File: config.mk
export PLATFORM = sky130hd
export DESIGN_NAME = count_monitor
export DESIGN_NICKNAME = d
export VERILOG_FILES = /design/src/rtl/count_monitor.sv
export SDC_FILE = /design/constraint.sdc
export NUM_CORES = 1
export LEC_CHECK = 0
export CAP_MARGIN = 20
export CORE_UTILIZATION = 36
export CTS_CLUSTER_DIAMETER = 120
export DETAILED_ROUTE_END_ITERATION = 10
export GPL_TIMING_DRIVEN = 0
export PLACE_DENSITY_LB_ADDON = 0.12
export SLEW_MARGIN = 15
export SYNTH_ARGS = -nofsm -noshare
export SYNTH_HDL_FRONTEND = slang
export SYNTH_SLANG_ARGS = --single-unit
File: constraint.sdc
create_clock -name clk -period 5 [get_ports clk]
set_clock_uncertainty 0.1 [all_clocks]
set_input_delay 1.5 -clock clk [delete_from_list [all_inputs] [get_ports clk]]
set_output_delay 1.5 -clock clk [all_outputs]
set_load 0.03 [all_outputs]
File: src/rtl/count_monitor.sv
// Passive checker for a free-running counter bus: confirms q_in steps by +1 mod 2^WIDTH
// each clock, declares lock after a run of good samples, and counts errors and wraps.
module count_monitor #(
  parameter int WIDTH      = 4,
  parameter int LOCK_COUNT = 4,
  parameter int ERR_W      = 8,
  parameter int WRAP_W     = 8
) (
  input  logic              clk,
  input  logic              reset,
  input  logic [WIDTH-1:0]  q_in,
  input  logic              cnt_rst,
  output logic              locked,
  output logic              err_pulse,
  output logic [ERR_W-1:0]  err_count,
  output logic [WRAP_W-1:0] wrap_count,
  output logic [WIDTH-1:0]  expected
);

  localparam int MW = (LOCK_COUNT > 1) ? $clog2(LOCK_COUNT) : 1;
  localparam logic [MW-1:0] MATCH_LAST = MW'(LOCK_COUNT - 1);

  typedef enum logic [1:0] {
    IDLE    = 2'd0,
    ACQUIRE = 2'd1,
    LOCKED  = 2'd2,
    HOLD    = 2'd3
  } state_t;

  state_t            state_q, state_d;
  logic [MW-1:0]     match_q, match_d;
  logic              locked_q, locked_d;
  logic              err_pulse_q, err_pulse_d;
  logic [ERR_W-1:0]  err_count_q, err_count_d;
  logic [WRAP_W-1:0] wrap_count_q, wrap_count_d;
  logic [WIDTH-1:0]  expected_q, expected_d;
  logic              hit;

  assign hit = (q_in == expected_q);

  always_comb begin
    state_d      = state_q;
    match_d      = match_q;
    locked_d     = locked_q;
    err_pulse_d  = 1'b0;
    err_count_d  = err_count_q;
    wrap_count_d = wrap_count_q;
    expected_d   = q_in + WIDTH'(1);

    if (cnt_rst) begin
      // Counter is being reset: park without comparing so no false error is raised.
      state_d  = HOLD;
      match_d  = '0;
      locked_d = 1'b0;
    end else begin
      case (state_q)
        IDLE, HOLD: begin
          state_d  = ACQUIRE;
          match_d  = '0;
          locked_d = 1'b0;
        end
        ACQUIRE: begin
          if (hit) begin
            if (match_q == MATCH_LAST) begin
              state_d  = LOCKED;
              locked_d = 1'b1;
              match_d  = '0;
            end else begin
              match_d = match_q + MW'(1);
            end
          end else begin
            match_d = '0;
          end
        end
        LOCKED: begin
          if (hit) begin
            if ((q_in == '0) && (wrap_count_q != '1))
              wrap_count_d = wrap_count_q + WRAP_W'(1);
          end else begin
            err_pulse_d = 1'b1;
            if (err_count_q != '1)
              err_count_d = err_count_q + ERR_W'(1);
            locked_d = 1'b0;
            state_d  = ACQUIRE;
            match_d  = '0;
          end
        end
        default: begin
          state_d  = IDLE;
          match_d  = '0;
          locked_d = 1'b0;
        end
      endcase
    end
  end

  always_ff @(posedge clk) begin
    if (reset) begin
      state_q      <= IDLE;
      match_q      <= '0;
      locked_q     <= 1'b0;
      err_pulse_q  <= 1'b0;
      err_count_q  <= '0;
      wrap_count_q <= '0;
      expected_q   <= '0;
    end else begin
      state_q      <= state_d;
      match_q      <= match_d;
      locked_q     <= locked_d;
      err_pulse_q  <= err_pulse_d;
      err_count_q  <= err_count_d;
      wrap_count_q <= wrap_count_d;
      expected_q   <= expected_d;
    end
  end

  assign locked     = locked_q;
  assign err_pulse  = err_pulse_q;
  assign err_count  = err_count_q;
  assign wrap_count = wrap_count_q;
  assign expected   = expected_q;

endmodule

* Word-level counts from Yosys, hierarchy flattened
Index checks and enable logic that the tools add are counted.
Storage, ports and cells: register bits 26, bits of input ports 7, output and inout bits 22, word-level logic and storage cells 51
Operators by class: add/subtract/negate cells 4, eq/ne operators 13, muxes and demuxes 14, bitwise gates (word level) 3, reductions and logical operators 10
Operators with widths (number):
- $add A8 B1 Y8 const B | 2
- $ne A8 B8 Y1 const B | 2
- $mux W2 | 7
- $pmux W2 S3 | 2
- $ne A3 B3 Y1 const B | 3
- $reduce_and A4 Y1 | 2
- $eq A2 B2 Y1 const B | 3
- $ne A2 B2 Y1 const B | 3
- $reduce_and A3 Y1 | 2
- $add A4 B1 Y4 const B | 1
- $eq A4 B4 Y1 | 1
- $logic_not A4 Y1 | 1
- $mux W1 | 4
- $reduce_or A2 Y1 | 2
- $not A1 Y1 | 3
- $pmux W1 S3 | 1
- $reduce_or A3 Y1 | 1
- $add A2 B1 Y2 const B | 1
- $eq A2 B1 Y1 const B | 1
- $logic_not A2 Y1 | 1
- $logic_and A1 B1 Y1 | 1

* Longest topological paths before layout
Gate-level depths: netlist of the first run.
depth in word-level cells 5, gate-level depth with buffers 7, mapped depth without buffers 6

* Least setup slack after synthesis of the first run
OpenSTA, ideal clock, no wires.
path kind input-to-reg, from input q_in[0], to register wrap_count_q[5], in the netlist wrap_count[5], library setup time 121 ps, data arrival time 2932 ps, data required time 4779 ps, setup slack 1847 ps, stages 7, buffers on the path 1, cells stage by stage inv_1 > ha_1 > or3b_1 > a211o_1 > buf_6 > nor4_4 > mux2_2
On the way: cells in the longest elaborated chain, start to end 3, elaborated cells on any way between the ends 4, classes of those cells eq/ne: 1; reduce/logical: 3
Ends and longest elaborated chain:
- start, declared | RTL line 11 | input logic [WIDTH-1:0] q_in,
- $logic_not A4 Y1 | RTL line 77 | if ((q_in == '0) && (wrap_count_q != '1))
- $logic_and A1 B1 Y1 | RTL line 77
- $reduce_and A4 Y1 (no line) *
- end signal, assigned | RTL line 112 | wrap_count_q <= wrap_count_d;
- end, declared | RTL line 35 | logic [WRAP_W-1:0] wrap_count_q, wrap_count_d;
Mark *: on every way between the ends. The rest lies on a longest branch, timed or not. A chain may end at the register's enable or synchronous reset.

* Final worst setup path of the first run
Ends and elaborated chain as after synthesis.

==> flow_metrics.tcl, run 1 <==
set metrics [dict create \
    status "finished, final reports clean" \
    hp-class "reg2reg" \
    antenna_found_initial 0 \
    synthAdderAreaFrac 0.0474 \
    syn_nets 158 \
    stdcell_count 224 \
    numPortBuffers 28 \
    start_util 0.386 \
    period_share 0.693 \
    synthSimpleGateAreaFrac 0.284 \
    min_period_ns 3.46 \
    ys.flop_type "dfxtp_1" \
    finalHoldViolCount 0 \
    grt_max_degree 15 \
    worst-endpoint-arrival_ns 3.60 \
    cts_setup_buffers 0 \
    rsz0062_at_grt "false" \
    cts_tree "built" \
    max-slew-margin-rel 0.684 \
    grt_pass1_vias 1149 \
    gp_congestion 0.829 \
    yosysUniqueCellTypes 33 \
    dp_cells 220 \
    synth_area_per_cell_sq_um 9.03 \
    drt_iter0_markers 71 \
    gr-total-overflow 0 \
    power_uw 368 \
    drt-wirelength-per-cell_um 13.0 \
    synth-edff-count 0 \
    required_ns 5.14 \
    multiInputGateArea_sq_um 733 \
    cap_violations 0 \
    fp.dieW_um 62.5 \
    critPathLaunch "q_in[0]" \
    synth.area.mux_share 0.0342 \
    vias_per_cell 5.32 \
    fmax_mhz 289 \
    cts_buffers 3 \
    cts.hold.buffers_added 0 \
    fill_cells 342 \
    synthCells 146 \
    tightest_slew_ns 0.474 \
    vias 1192 \
    worstPathMaxFanout 10 \
    ys_ff_latch 26 \
    irDropWorstVdd_mv 0.106 \
    grt_first_pass_wirelength_um 5040 \
    seq_area_sq_um 520 \
    die_area_sq_um 3910 \
    synth_compound_area_frac 0.151 \
    powerDensity_nw_per_um2 217 \
    finalSetupViolCount 0 \
    drc 0 \
    cts_sinks 26 \
    cp_cell_sequence "clkdlybuf4s50_1 -> inv_1 -> ha_1 -> or3b_1 -> a211o_1 -> buf_6 -> nor4_4 -> mux2_2" \
    crit_slowest_cell "clkdlybuf4s50_1" \
    async_reset_ff_frac 0 \
    grt_usage 0.159 \
    core_sq_um 3420 \
    tns_ns 0 \
    yosys.area_share.xor_xnor 0.0398 \
    critical_path_class "in2reg" \
    clkSlewWorstSetupHoldPaths_ns 0.15 \
    syn_area_sq_um 1320 \
    endpoint_kind "flip-flop" \
    root_buffer "clkbuf_4" \
    htree_levels 1 \
    drive_gt1_frac 0.0899 \
    synth-seq-area-share 0.395 \
    areaGrowthSynthToFinish_pct 28.4 \
    crit_path_start_kind "input pin" \
    hpwl_um 2120 \
    antenna_left 0 \
    slew_viol_final 0 \
    slowest_delay_ns 0.50 \
    cts_resized 0 \
    synth_top_family_by_area "simple AND/OR/NAND/NOR gates" \
    clockBufferDepth 2 \
    first_pass_iters 4 \
    core.rowCount 21 \
    hold_start "err_count[4]$_SDFFE_PP0P_" \
    finalNetCount 191 \
    ios 29 \
    wirelength_um 2920 \
    yosysWarnings 0 \
    clk_latency_ns 0.33 \
    n_antenna_cell 0 \
    die_h_um 62.5 \
    reg2reg_from "wrap_count[0]$_SDFFE_PP0P_" \
    p_leak_nw 0.565 \
]
cell type report:
class                           instances  share of cell area
Clock buffer                            4              0.0214
Tap cell                               46              0.0340
Inverter                                5              0.0111
Sequential cell                        26               0.307
Buffer                                  8              0.0273
Multi-Input combinational cell        107               0.433
Timing Repair Buffer                   28               0.166
synth_stat cells (2+ instances only):
| cell type | instances | area share |
|---|---|---|
| buf_6 | 2 | 0.017 |
| nand3_1 | 9 | 0.034 |
| a21oi_1 | 13 | 0.049 |
| dfxtp_1 | 26 | 0.39 |
| o21ai_0 | 4 | 0.015 |
| clkbuf_1 | 5 | 0.014 |
| or4_1 | 8 | 0.046 |
| or3_1 | 3 | 0.014 |
| nor4_1 | 2 | 0.0095 |
| ha_1 | 5 | 0.047 |
| o31ai_1 | 8 | 0.046 |
| or3b_1 | 3 | 0.020 |
| mux2_2 | 4 | 0.034 |
| nand2_1 | 6 | 0.017 |
| nand4_1 | 2 | 0.0095 |
| and4_1 | 3 | 0.020 |
| inv_1 | 5 | 0.014 |
| xnor2_1 | 5 | 0.033 |
| a22oi_1 | 2 | 0.011 |
| nor2b_1 | 7 | 0.033 |
| nor2_1 | 12 | 0.034 |
layout by cell type, fill, tap and decap left out, types with 2 or more instances in the layout:
cell type / synthesis / final
clkdlybuf4s50_1: 0 / 28
dfxtp_1: 26 / 26
a21oi_1: 13 / 13
nor2_1: 12 / 12
nand3_1: 9 / 9
o31ai_1: 8 / 8
or4_1: 8 / 8
nor2b_1: 7 / 7
nand2_1: 6 / 6
inv_1: 5 / 5
xnor2_1: 5 / 5
clkbuf_1: 5 / 5
ha_1: 5 / 5
o21ai_0: 4 / 4
mux2_2: 4 / 4
and4_1: 3 / 3
or3b_1: 3 / 3
or3_1: 3 / 3
clkbuf_4: 0 / 3
nand4_1: 2 / 2
buf_6: 2 / 2
nor4_1: 2 / 2
a22oi_1: 2 / 2
cell families (layout without fill, tap and decap cells):
logic type	after synthesis	after routing
AOI/OAI and AO/OA	31	31
adders and majority gates	5	5
DFF	26	26
muxes	4	4
and+or+nand+nor	61	61
xor gates and xnor gates	6	6
buffers and inverters	13	45
critical path, delay by kind of cell:
family / cells / cell delay, ns
buf+inv: 3 / 0.77
compound gates: 1 / 0.30
fa+ha+maj: 1 / 0.13
mux: 1 / 0.36
simple gates: 2 / 0.54
metal layers:
layer | track usage | wire length (um)
met1 | 0.212 | 1470
met2 | 0.253 | 1300
met3 | 0.0255 | 101
met4 | 0.0640 | 47
met5 | 0 | 0
per-stage QoR:
stage	hold slack, ns	area, sq um	worst slack [ns]	utilization
after global routing	0.453	1690	1.45	0.496
final	0.423	1690	1.54	0.496
after global placement	0.389	1660	1.19	0.485
after CTS	0.430	1690	1.54	0.496
after detailed placement	0.409	1660	1.19	0.485
after floorplan	0.381	1320	1.85	-
final timing paths:
| check | end | slack (ns) | cells after the start |
|---|---|---|---|
| worst max-delay path | wrap_count[5]$_SDFFE_PP0P_ | 1.54 | 8 |
| worst max register to register | wrap_count[5]$_SDFFE_PP0P_ | 2.88 | 6 |
| worst min-delay path | err_count[4]$_SDFFE_PP0P_ | 0.42 | 2 |
| worst min register to register | err_count[4]$_SDFFE_PP0P_ | 0.42 | 2 |
flip-flops by register name, indices dropped and copies added (netlist names):
signal,count
err_count,8
err_pulse,1
expected,4
locked,1
match_q,2
state_q,2
wrap_count,8
power by group:
part           switching [mW]  internal [mW]
logic                  0.0252         0.0182
clock network          0.0663         0.0446
registers             0.00258          0.211
total                  0.0940          0.274
No activity file was read; power rests on OpenSTA's default activity.
==> inputs of run 2 (changes only) <==
==> constraint.sdc (replaced) <==
create_clock -name clk -period 2.8 [get_ports clk]
set_clock_uncertainty 0.1 [all_clocks]
set_input_delay 0.84 -clock clk [delete_from_list [all_inputs] [get_ports clk]]
set_output_delay 0.84 -clock clk [all_outputs]
set_load 0.03 [all_outputs]
==> flow_metrics.tcl, run 2 (same netlist as run 1, synthesis figures left out) <==
set metrics [dict create \
    status "finished, final reports clean" \
    endpoint_kind "flip-flop" \
    final_cell_mix "dfxtp_1 (26), clkdlybuf4s50_1 (26), a21oi_1 (13)" \
    fmax_mhz 368 \
    drc 0 \
    hp-class "reg2reg" \
    seq_area_sq_um 520 \
    crit_path_start_kind "input pin" \
    cts.hold.buffers_added 0 \
    die_area_sq_um 3910 \
    antenna_left 0 \
    powerDensity_nw_per_um2 387 \
    core_sq_um 3420 \
    n_antenna_cell 0 \
    core.rowCount 21 \
    slowest_delay_ns 0.50 \
    finalNetCount 191 \
    reg2reg_from "wrap_count[0]$_SDFFE_PP0P_" \
    dp_cells 220 \
    clk_latency_ns 0.33 \
    worst-endpoint-arrival_ns 2.86 \
    drive_gt1_frac 0.0899 \
    grt_pass1_vias 1149 \
    post_dp_cell_area_sq_um 1660 \
    critPathLaunch "cnt_rst" \
    critical_path_class "in2reg" \
    whs_ns 0.424 \
    gp_congestion 0.829 \
    tightest_slew_ns 0.474 \
    holdPathStages 2 \
    tns_ns 0 \
    cts_sinks 26 \
    start_util 0.386 \
    rsz0062_at_grt "false" \
    drt-wirelength-per-cell_um 13.0 \
    grt_max_degree 15 \
    clockBufferDepth 2 \
    min_period_ns 2.72 \
    cp_cell_sequence "clkdlybuf4s50_1 -> or3b_1 -> a41o_2 -> buf_6 -> nor4_1 -> mux2_2" \
    vias 1186 \
    htree_levels 1 \
    cap_violations 0 \
    stdcell_count 224 \
    finalHoldViolCount 0 \
    root_buffer "clkbuf_4" \
    clkSlewWorstSetupHoldPaths_ns 0.15 \
    first_pass_iters 4 \
    ios 29 \
    grt_usage 0.159 \
    irDropWorstVdd_mv 0.189 \
    hold_start "err_count[4]$_SDFFE_PP0P_" \
    p_leak_nw 0.576 \
    cts_buffers 3 \
    cts_setup_buffers 0 \
    grt_first_pass_wirelength_um 5040 \
    slew_viol_final 0 \
    vias_per_cell 5.29 \
    finalSetupViolCount 0 \
    r2r_end "wrap_count[5]$_SDFFE_PP0P_" \
    period_share 0.971 \
    r2r_slack_ns 0.68 \
    multiInputGateArea_sq_um 733 \
    die_h_um 62.5 \
    areaGrowthSynthToFinish_pct 28.5 \
    final_area_sq_um 1690 \
    max-slew-margin-rel 0.684 \
    path_buf_inv 2 \
    fill_cells 342 \
    hpwl_um 2120 \
    required_ns 2.94 \
    fp.dieW_um 62.5 \
    worstPathMaxFanout 10 \
    hold_path_end "err_count[4]$_SDFFE_PP0P_" \
    crit_slowest_cell "clkdlybuf4s50_1" \
    wirelength_um 2920 \
    gr-total-overflow 0 \
    ff2ff_path_depth 6 \
    path_delay_family "simple AND/OR/NAND/NOR gates" \
    drt_iter0_markers 71 \
    numPortBuffers 28 \
    cts_tree "built" \
    antenna_found_initial 0 \
]
==> run 2: cell count changes in the layout (fill, tap and decap cells not counted), sizes merged <==
cell / change
clkdlybuf4s50: -2
dlygate4sd2: +1
dlymetal6s2s: +1
==> run 2: worst max path at each step <==
stage / cells past startpoint / slack [ns] / to
2_1_floorplan: 7 / 0.31 / wrap_count[5]$_SDFFE_PP0P_
3_3_place_gp: 8 / -0.35 / wrap_count[5]$_SDFFE_PP0P_
3_5_place_dp: 8 / -0.35 / wrap_count[5]$_SDFFE_PP0P_
4_1_cts: 8 / 0.02 / wrap_count[5]$_SDFFE_PP0P_
5_1_grt: 6 / 0.002 / match_q[0]$_SDFFE_PP0P_
6_report: 6 / 0.08 / err_count[5]$_SDFFE_PP0P_
==> run 2: tightest hold or removal path, stage by stage, from the launching register on <==
cell,delay [ns]
dfxtp_1,0.37
o31ai_1,0.07
a21oi_1,0.05
==> run 2: what timing repair did <==
item                       4_1_cts  5_1_grt
pin swaps                        0        1
gates resized for setup          1        1
setup endpoints to repair        1        2
==> run 2: cell type report <==
class	count	area share
well taps	46	0.0340
plain buffers	8	0.0273
inverters	5	0.0111
multi-input cells	107	0.433
clock buffers	4	0.0214
flip-flops and latches	26	0.307
repair buffers	28	0.166
==> run 2: where the power goes <==
part	total, mW	internal, mW	switching, mW
sequential	0.381	0.377	0.00459
combinational	0.0767	0.0318	0.0449
clock	0.198	0.0797	0.118
==> run 2: per-stage QoR <==
step,power (mW),worst slack (ns),util
6_report,0.656,0.0809,0.496
5_1_grt,0.691,0.00183,0.496
4_1_cts,0.663,0.0243,0.495
3_5_place_dp,0.467,-0.352,0.485
3_3_place_gp,0.466,-0.349,0.485
2_1_floorplan,0.435,0.307,-
==> run 2: metal layers <==
metal,global-route usage,share of wire,vias to the layer above
met5,0,0,-
met4,0.0640,0.016,0
met3,0.0255,0.026,5
met2,0.253,0.45,19
met1,0.212,0.51,555
li1,-,-,607
